**src/rtl/event_pkg.sv**
```systemverilog
// Shared state encoding and field layout for the event ack responder.
package event_pkg;

  typedef enum logic [1:0] {
    IDLE,
    DATA,
    RESP
  } state_e;

  localparam int ADDR_LSB = 0;
  localparam int ADDR_W   = 16;
  localparam int SEQ_LSB  = 16;
  localparam int SEQ_W    = 32;

  localparam int LEN_LSB  = 16;
  localparam int LEN_W    = 16;

endpackage

```
**src/rtl/event_ack_responder.sv**
```systemverilog
// Forwards one event's qwords per control word, then returns an ack/nack
// carrying {sequence, address} once the delivered length has been checked.
module event_ack_responder
  import event_pkg::*;
#(
  parameter string NACK_ON_MISMATCH = "TRUE",
  parameter string DEBUG            = "FALSE"
) (
  input  logic        aclk,
  input  logic        aresetn,
  input  logic [31:0] s_ev_ctrl_tdata,
  input  logic        s_ev_ctrl_tvalid,
  output logic        s_ev_ctrl_tready,
  input  logic [63:0] s_ev_data_tdata,
  input  logic [7:0]  s_ev_data_tkeep,
  input  logic        s_ev_data_tlast,
  input  logic        s_ev_data_tvalid,
  output logic        s_ev_data_tready,
  output logic [63:0] m_pkt_tdata,
  output logic [7:0]  m_pkt_tkeep,
  output logic        m_pkt_tlast,
  output logic        m_pkt_tvalid,
  input  logic        m_pkt_tready,
  output logic [47:0] m_ack_tdata,
  output logic        m_ack_tvalid,
  input  logic        m_ack_tready,
  output logic [47:0] m_nack_tdata,
  output logic        m_nack_tvalid,
  input  logic        m_nack_tready,
  output logic [31:0] event_count_o,
  output logic [15:0] mismatch_count_o,
  output logic        busy_o
);

  localparam bit NACK_EN = (NACK_ON_MISMATCH == "TRUE");

  state_e            r_state;
  state_e            w_state_nxt;
  logic [ADDR_W-1:0] r_addr;
  logic [16:0]       r_exp;
  logic [16:0]       r_cnt;
  logic [16:0]       w_cnt_inc;
  logic              r_mis;
  logic              w_mis;
  logic              w_to_nack;
  logic              r_ack_vld;
  logic              r_nack_vld;
  logic [47:0]       r_resp;
  logic [31:0]       r_evcnt;
  logic [15:0]       r_miscnt;
  logic [LEN_W-1:0]  w_len;
  logic              w_ctrl_hs;
  logic              w_data_hs;
  logic              w_last_hs;
  logic              w_resp_hs;

  assign w_len     = s_ev_ctrl_tdata[LEN_LSB +: LEN_W];
  assign w_ctrl_hs = s_ev_ctrl_tvalid && s_ev_ctrl_tready;
  assign w_data_hs = s_ev_data_tvalid && s_ev_data_tready;
  assign w_last_hs = w_data_hs && s_ev_data_tlast;
  assign w_resp_hs = (r_ack_vld && m_ack_tready)
                  || (r_nack_vld && m_nack_tready);

  // Saturating count; the compare uses the count including this qword.
  assign w_cnt_inc = (r_cnt == 17'h1FFFF) ? r_cnt : r_cnt + 17'd1;
  assign w_mis     = (w_cnt_inc != r_exp);
  assign w_to_nack = w_mis && NACK_EN;

  assign m_pkt_tdata      = s_ev_data_tdata;
  assign m_pkt_tkeep      = s_ev_data_tkeep;
  assign m_pkt_tlast      = s_ev_data_tlast;
  assign m_ack_tdata      = r_resp;
  assign m_nack_tdata     = r_resp;
  assign m_ack_tvalid     = r_ack_vld;
  assign m_nack_tvalid    = r_nack_vld;
  assign event_count_o    = r_evcnt;
  assign mismatch_count_o = r_miscnt;
  assign busy_o           = (r_state != IDLE);

  always_comb begin
    w_state_nxt      = r_state;
    s_ev_ctrl_tready = 1'b0;
    s_ev_data_tready = 1'b0;
    m_pkt_tvalid     = 1'b0;
    unique case (r_state)
      IDLE: begin
        // Held low in reset so no control word is lost to it.
        s_ev_ctrl_tready = aresetn;
        if (s_ev_ctrl_tvalid && aresetn) begin
          w_state_nxt = DATA;
        end
      end
      DATA: begin
        s_ev_data_tready = m_pkt_tready;
        m_pkt_tvalid     = s_ev_data_tvalid;
        if (s_ev_data_tvalid && m_pkt_tready && s_ev_data_tlast) begin
          w_state_nxt = RESP;
        end
      end
      RESP: begin
        if (w_resp_hs) begin
          w_state_nxt = IDLE;
        end
      end
      default: w_state_nxt = IDLE;
    endcase
  end

  always_ff @(posedge aclk) begin
    if (!aresetn) begin
      r_state    <= IDLE;
      r_addr     <= '0;
      r_exp      <= '0;
      r_cnt      <= '0;
      r_mis      <= 1'b0;
      r_ack_vld  <= 1'b0;
      r_nack_vld <= 1'b0;
      r_resp     <= '0;
      r_evcnt    <= '0;
      r_miscnt   <= '0;
    end else begin
      r_state <= w_state_nxt;
      if (w_ctrl_hs) begin
        r_addr <= s_ev_ctrl_tdata[ADDR_LSB +: ADDR_W];
        r_exp  <= {(w_len == '0), w_len};
        r_cnt  <= '0;
      end
      if (w_data_hs) begin
        r_cnt <= w_cnt_inc;
      end
      if (w_last_hs) begin
        r_mis                      <= w_mis;
        r_ack_vld                  <= !w_to_nack;
        r_nack_vld                 <= w_to_nack;
        r_resp[SEQ_LSB +: SEQ_W]   <= r_evcnt;
        r_resp[ADDR_LSB +: ADDR_W] <= r_addr;
      end
      if (w_resp_hs) begin
        r_ack_vld  <= 1'b0;
        r_nack_vld <= 1'b0;
        r_evcnt    <= r_evcnt + 32'd1;
        if (r_mis && (r_miscnt != 16'hFFFF)) begin
          r_miscnt <= r_miscnt + 16'd1;
        end
      end
    end
  end

  if (DEBUG == "TRUE") begin : g_debug
    state_e w_dbg_state;
    assign w_dbg_state = r_state;
  end

endmodule

```
**config.mk**
```make
export PLATFORM = sky130hd
export DESIGN_NAME = event_ack_responder
export DESIGN_NICKNAME = d
export VERILOG_FILES = /design/src/rtl/event_pkg.sv /design/src/rtl/event_ack_responder.sv
export SDC_FILE = /design/constraint.sdc
export NUM_CORES = 1
export LEC_CHECK = 0
export CELL_PAD_IN_SITES_DETAIL_PLACEMENT = 1
export CELL_PAD_IN_SITES_GLOBAL_PLACEMENT = 2
export CORE_MARGIN = 4
export CORE_UTILIZATION = 35
export DETAILED_ROUTE_END_ITERATION = 16
export DONT_BUFFER_PORTS = 1
export GPL_ROUTABILITY_DRIVEN = 0
export GPL_TIMING_DRIVEN = 0
export PLACE_DENSITY_LB_ADDON = 0.1
export SYNTH_ARGS = -nofsm -noshare
export SYNTH_HDL_FRONTEND = slang
export SYNTH_SLANG_ARGS = --single-unit
```
**constraint.sdc**
```tcl
create_clock -name aclk -period 2.65 [get_ports aclk]
set_input_delay 0.53 -clock aclk [delete_from_list [all_inputs] [get_ports aclk]]
set_output_delay 0.53 -clock aclk [all_outputs]
set_load 0.01 [all_outputs]
```
==> results of run 1 <==
power groups by stage:
stage          clock network, mW  logic (mW)  registers (mW)
2_1_floorplan                  0       0.273            2.38
3_3_place_gp                   0       0.347            2.40
3_5_place_dp                   0       0.351            2.40
4_1_cts                     2.65       0.358            2.34
5_1_grt                     2.76       0.387            2.34
6_report                    2.59       0.350            2.34
per-stage QoR:
| stage | util | cell area [µm²] | cells |
|---|---|---|---|
| floorplan | - | 7624 | 929 |
| global placement | 0.3755 | 7968 | 1204 |
| detailed placement | 0.3755 | 7968 | 1204 |
| CTS | 0.4116 | 8735 | 1246 |
| global route | 0.4160 | 8827 | 1251 |
| finish | 0.4160 | 8827 | 1251 |
cell type report:
type / count / area share
Clock buffer: 17 / 0.04819
Clock inverter: 14 / 0.02140
Sequential cell: 151 / 0.3466
Multi-Input combinational cell: 610 / 0.4031
Inverter: 4 / 0.001701
Buffer: 162 / 0.1247
Tap cell: 275 / 0.03898
Timing Repair Buffer: 18 / 0.01531
logic make-up (layout without fill, tap and decap cells):
kind of cell,after synthesis,after routing,share of synthesized area
DFF,151,151,0.3965
muxes,4,4,0.005252
buffers and inverters,168,215,0.1433
adders and majority gates,3,3,0.004924
AOI/OAI and AO/OA,123,123,0.1121
xor gates and xnor gates,58,58,0.06663
and+or+nand+nor,422,422,0.2713
Yosys cell counts, drive strengths merged, types with 5 or more instances:
| master | instances |
|---|---|
| nand2 | 201 |
| dfxtp | 151 |
| buf | 129 |
| a21boi | 60 |
| nand3 | 60 |
| and2 | 48 |
| xnor2 | 43 |
| clkbuf | 35 |
| nor2 | 28 |
| o21ai | 27 |
| nand4 | 17 |
| xor2 | 15 |
| and3 | 12 |
| a21oi | 11 |
| nor2b | 11 |
| nor3 | 9 |
| and4 | 8 |
| nor4 | 8 |
| or3 | 7 |
| o211a | 5 |
| o211ai | 5 |
flip-flops by register name, indices dropped and copies added, names as in the netlist, 2 cells and up:
name and flops:
event_count_o 32, m_ack_tdata 48, mismatch_count_o 16, r_addr 16, r_cnt 17, r_exp 17
r_state 2
metal layers:
metal	wire length (µm)	part of all wire	global-route usage
met1	9666	0.39	0.2258
met3	1988	0.081	0.05576
met4	248	0.010	0.04960
met5	0	0	0
met2	12770	0.52	0.3540
worst max-delay path by stage:
| stage | startpoint | endpoint | slack [ps] | cells after the start |
|---|---|---|---|---|
| 6_report | r_cnt[1] | m_nack_tvalid | -40 | 11 |
| 3_5_place_dp | r_cnt[0] | m_nack_tvalid | -510 | 11 |
| 5_1_grt | r_cnt[13] | m_nack_tvalid | -100 | 10 |
| 2_1_floorplan | r_cnt[1] | m_nack_tvalid | 320 | 11 |
| 4_1_cts | r_cnt[0] | m_nack_tvalid | -30 | 11 |
| 3_3_place_gp | r_cnt[0] | m_nack_tvalid | -440 | 11 |
timing repair:
action | 4_1_cts | 5_1_grt
pin swaps | 7 | 9
gates resized for setup | 18 | 33
endpoints found under the setup margin | 5 | 8
setup buffers | 11 | 7
==> results.cfg, run 1 <==
[placed_design]
dp_hpwl_mm = 19.07
dp_slack_ps = -514.7
io_buffers = 0

[cells_and_area]
antenna_cells = 0
multi_input_comb_area_um2 = 3558
drive_above_1_share = 0.2131
final_common_cell = nand2_1
seqCellArea_um2 = 3059
mostFrequentLayoutCells = 201 x nand2_1, 139 x buf_4, 134 x dfxtp_1
area_growth_pct = 15.79
nNetsFinal = 1079
fillCellCount = 2543

[grt]
grt_first_pass_wirelength_mm = 37.30
grt_overflow_total = 0
grt_max_degree = 17
grt_pass1_vias = 6785
grt_use_total = 0.1951
antenna_found_initial = 0

[critical_path]
cp_cell_sequence = ha_4 > nand4_1 > nor4_4 > buf_4 > buf_8 > mux2i_1 > nor2_1 > nor4_1 > and3_1 > nand4_1 > nor3b_2
cp-end-kind = register
cp.arrival_ps = 3010
r2r_start = r_cnt[1]
timing.rr.end = m_nack_tvalid
slowest_stage = dfxtp_4
crit_buf_inv = 2
ff2ff_path_depth = 11
start_kind = register
r2r_slack_ps = -40
critPathMaxStageDelay_ps = 360
crit_path_max_fanout = 3
crit_required_ps = 2970
crit_type = reg2reg
crit_top_cell = nand4_1
cp_top_family = simple AND/OR/NAND/NOR gates

[floorplanning]
die_area_um2 = 24210
dieHeight_um = 155.6
num_io_pins = 335
core_um2 = 21220
die_width_um = 155.6
rows = 53
start_util = 0.3593

[pwr]
switching_power_mw = 1.318
peakVddDrop_v = 0.0003386
p_leak_nw = 3.591
power_density_nw_per_um2 = 597.9
p_int_mw = 3.959
comb_power_share = 0.066
fin_total_pwr_mw = 5.277
sw_frac_of_total = 0.2498
power_frac_seq = 0.443
clkPwrFrac = 0.490

[detailed_routing]
wirelength_mm = 24.67
drt_iter0_markers = 227
postRouteAntennaNets = 0
wire_per_inst_um = 19.72
vias = 6441
drtPass1Iterations = 4
viasPerCell = 5.149
route.detailed.drc = 0

[worst_hold_path]
hold_start = s_ev_ctrl_tdata[24]
min_delay_path_depth = 2
min_path_type = in2reg
min_to = r_exp[8]

[clock_network]
root_buffer = clkbuf_16
cts_hold_buf = 0
cts_tree = yes
worst_skew_pair.late_latency_ps = 430
clock_sinks = 151
htreeDepth = 4
cts_inserted_buffers = 17
clockBufferDepth = 2
path_clk_slew_ps = 70

[logic_synthesis]
syn-num-nets = 1044
mappedNetlistArea_um2 = 7624
yosysSeqAreaShare = 0.3965
yosysWarnings = 0
synthCells = 929
dominantRegCellSynth = dfxtp_1
synth_largest_area_cell = dfxtp_1
synth_top_area_share = 0.3965
synth_area_per_cell_um2 = 8.206
synth_edf_count = 0
ys_ff_latch = 151
yosys-top-cells-area = dfxtp_1 40%, buf_4 12%, nand2_1 9.9%, a21boi_0 5.9%, xnor2_1 4.9%
synthArstFlopShare = 0
synth.distinct_cells = 49

[run]
maxCapViolations = 0

[timing]
min_period_ps = 2691
setup-violations-final = 2
tightestPinTransition_ps = 726.5
clock_skew_ps = 10.47
hold_viol_final = 0
min_period_over_period = 1.015
fin_setup_tns_ps = -45.82
setup_slack_ps = -40.96
relSlewSlack = 0.5156
drv_slew = 0
fmax_mhz = 371.6
hold_ws_ps = 202.4
rsz0062_at_grt = true

[outcome]
status = finished, violations left
violations = setup timing
No activity file was read; power rests on OpenSTA's default activity.
==> inputs of run 2 (changes only) <==
--- a/config.mk
+++ b/config.mk
@@ -5,6 +5,7 @@
 export SDC_FILE = /design/constraint.sdc
 export NUM_CORES = 1
 export LEC_CHECK = 0
+export ABC_AREA = 0
 export CELL_PAD_IN_SITES_DETAIL_PLACEMENT = 1
 export CELL_PAD_IN_SITES_GLOBAL_PLACEMENT = 2
 export CORE_MARGIN = 4
@@ -14,6 +15,7 @@
 export GPL_ROUTABILITY_DRIVEN = 0
 export GPL_TIMING_DRIVEN = 0
 export PLACE_DENSITY_LB_ADDON = 0.1
+export SLEW_MARGIN = 20
 export SYNTH_ARGS = -nofsm -noshare
 export SYNTH_HDL_FRONTEND = slang
 export SYNTH_SLANG_ARGS = --single-unit
==> results of run 2 <==
Final layout, timing and power as in run 1 (identical DEF).
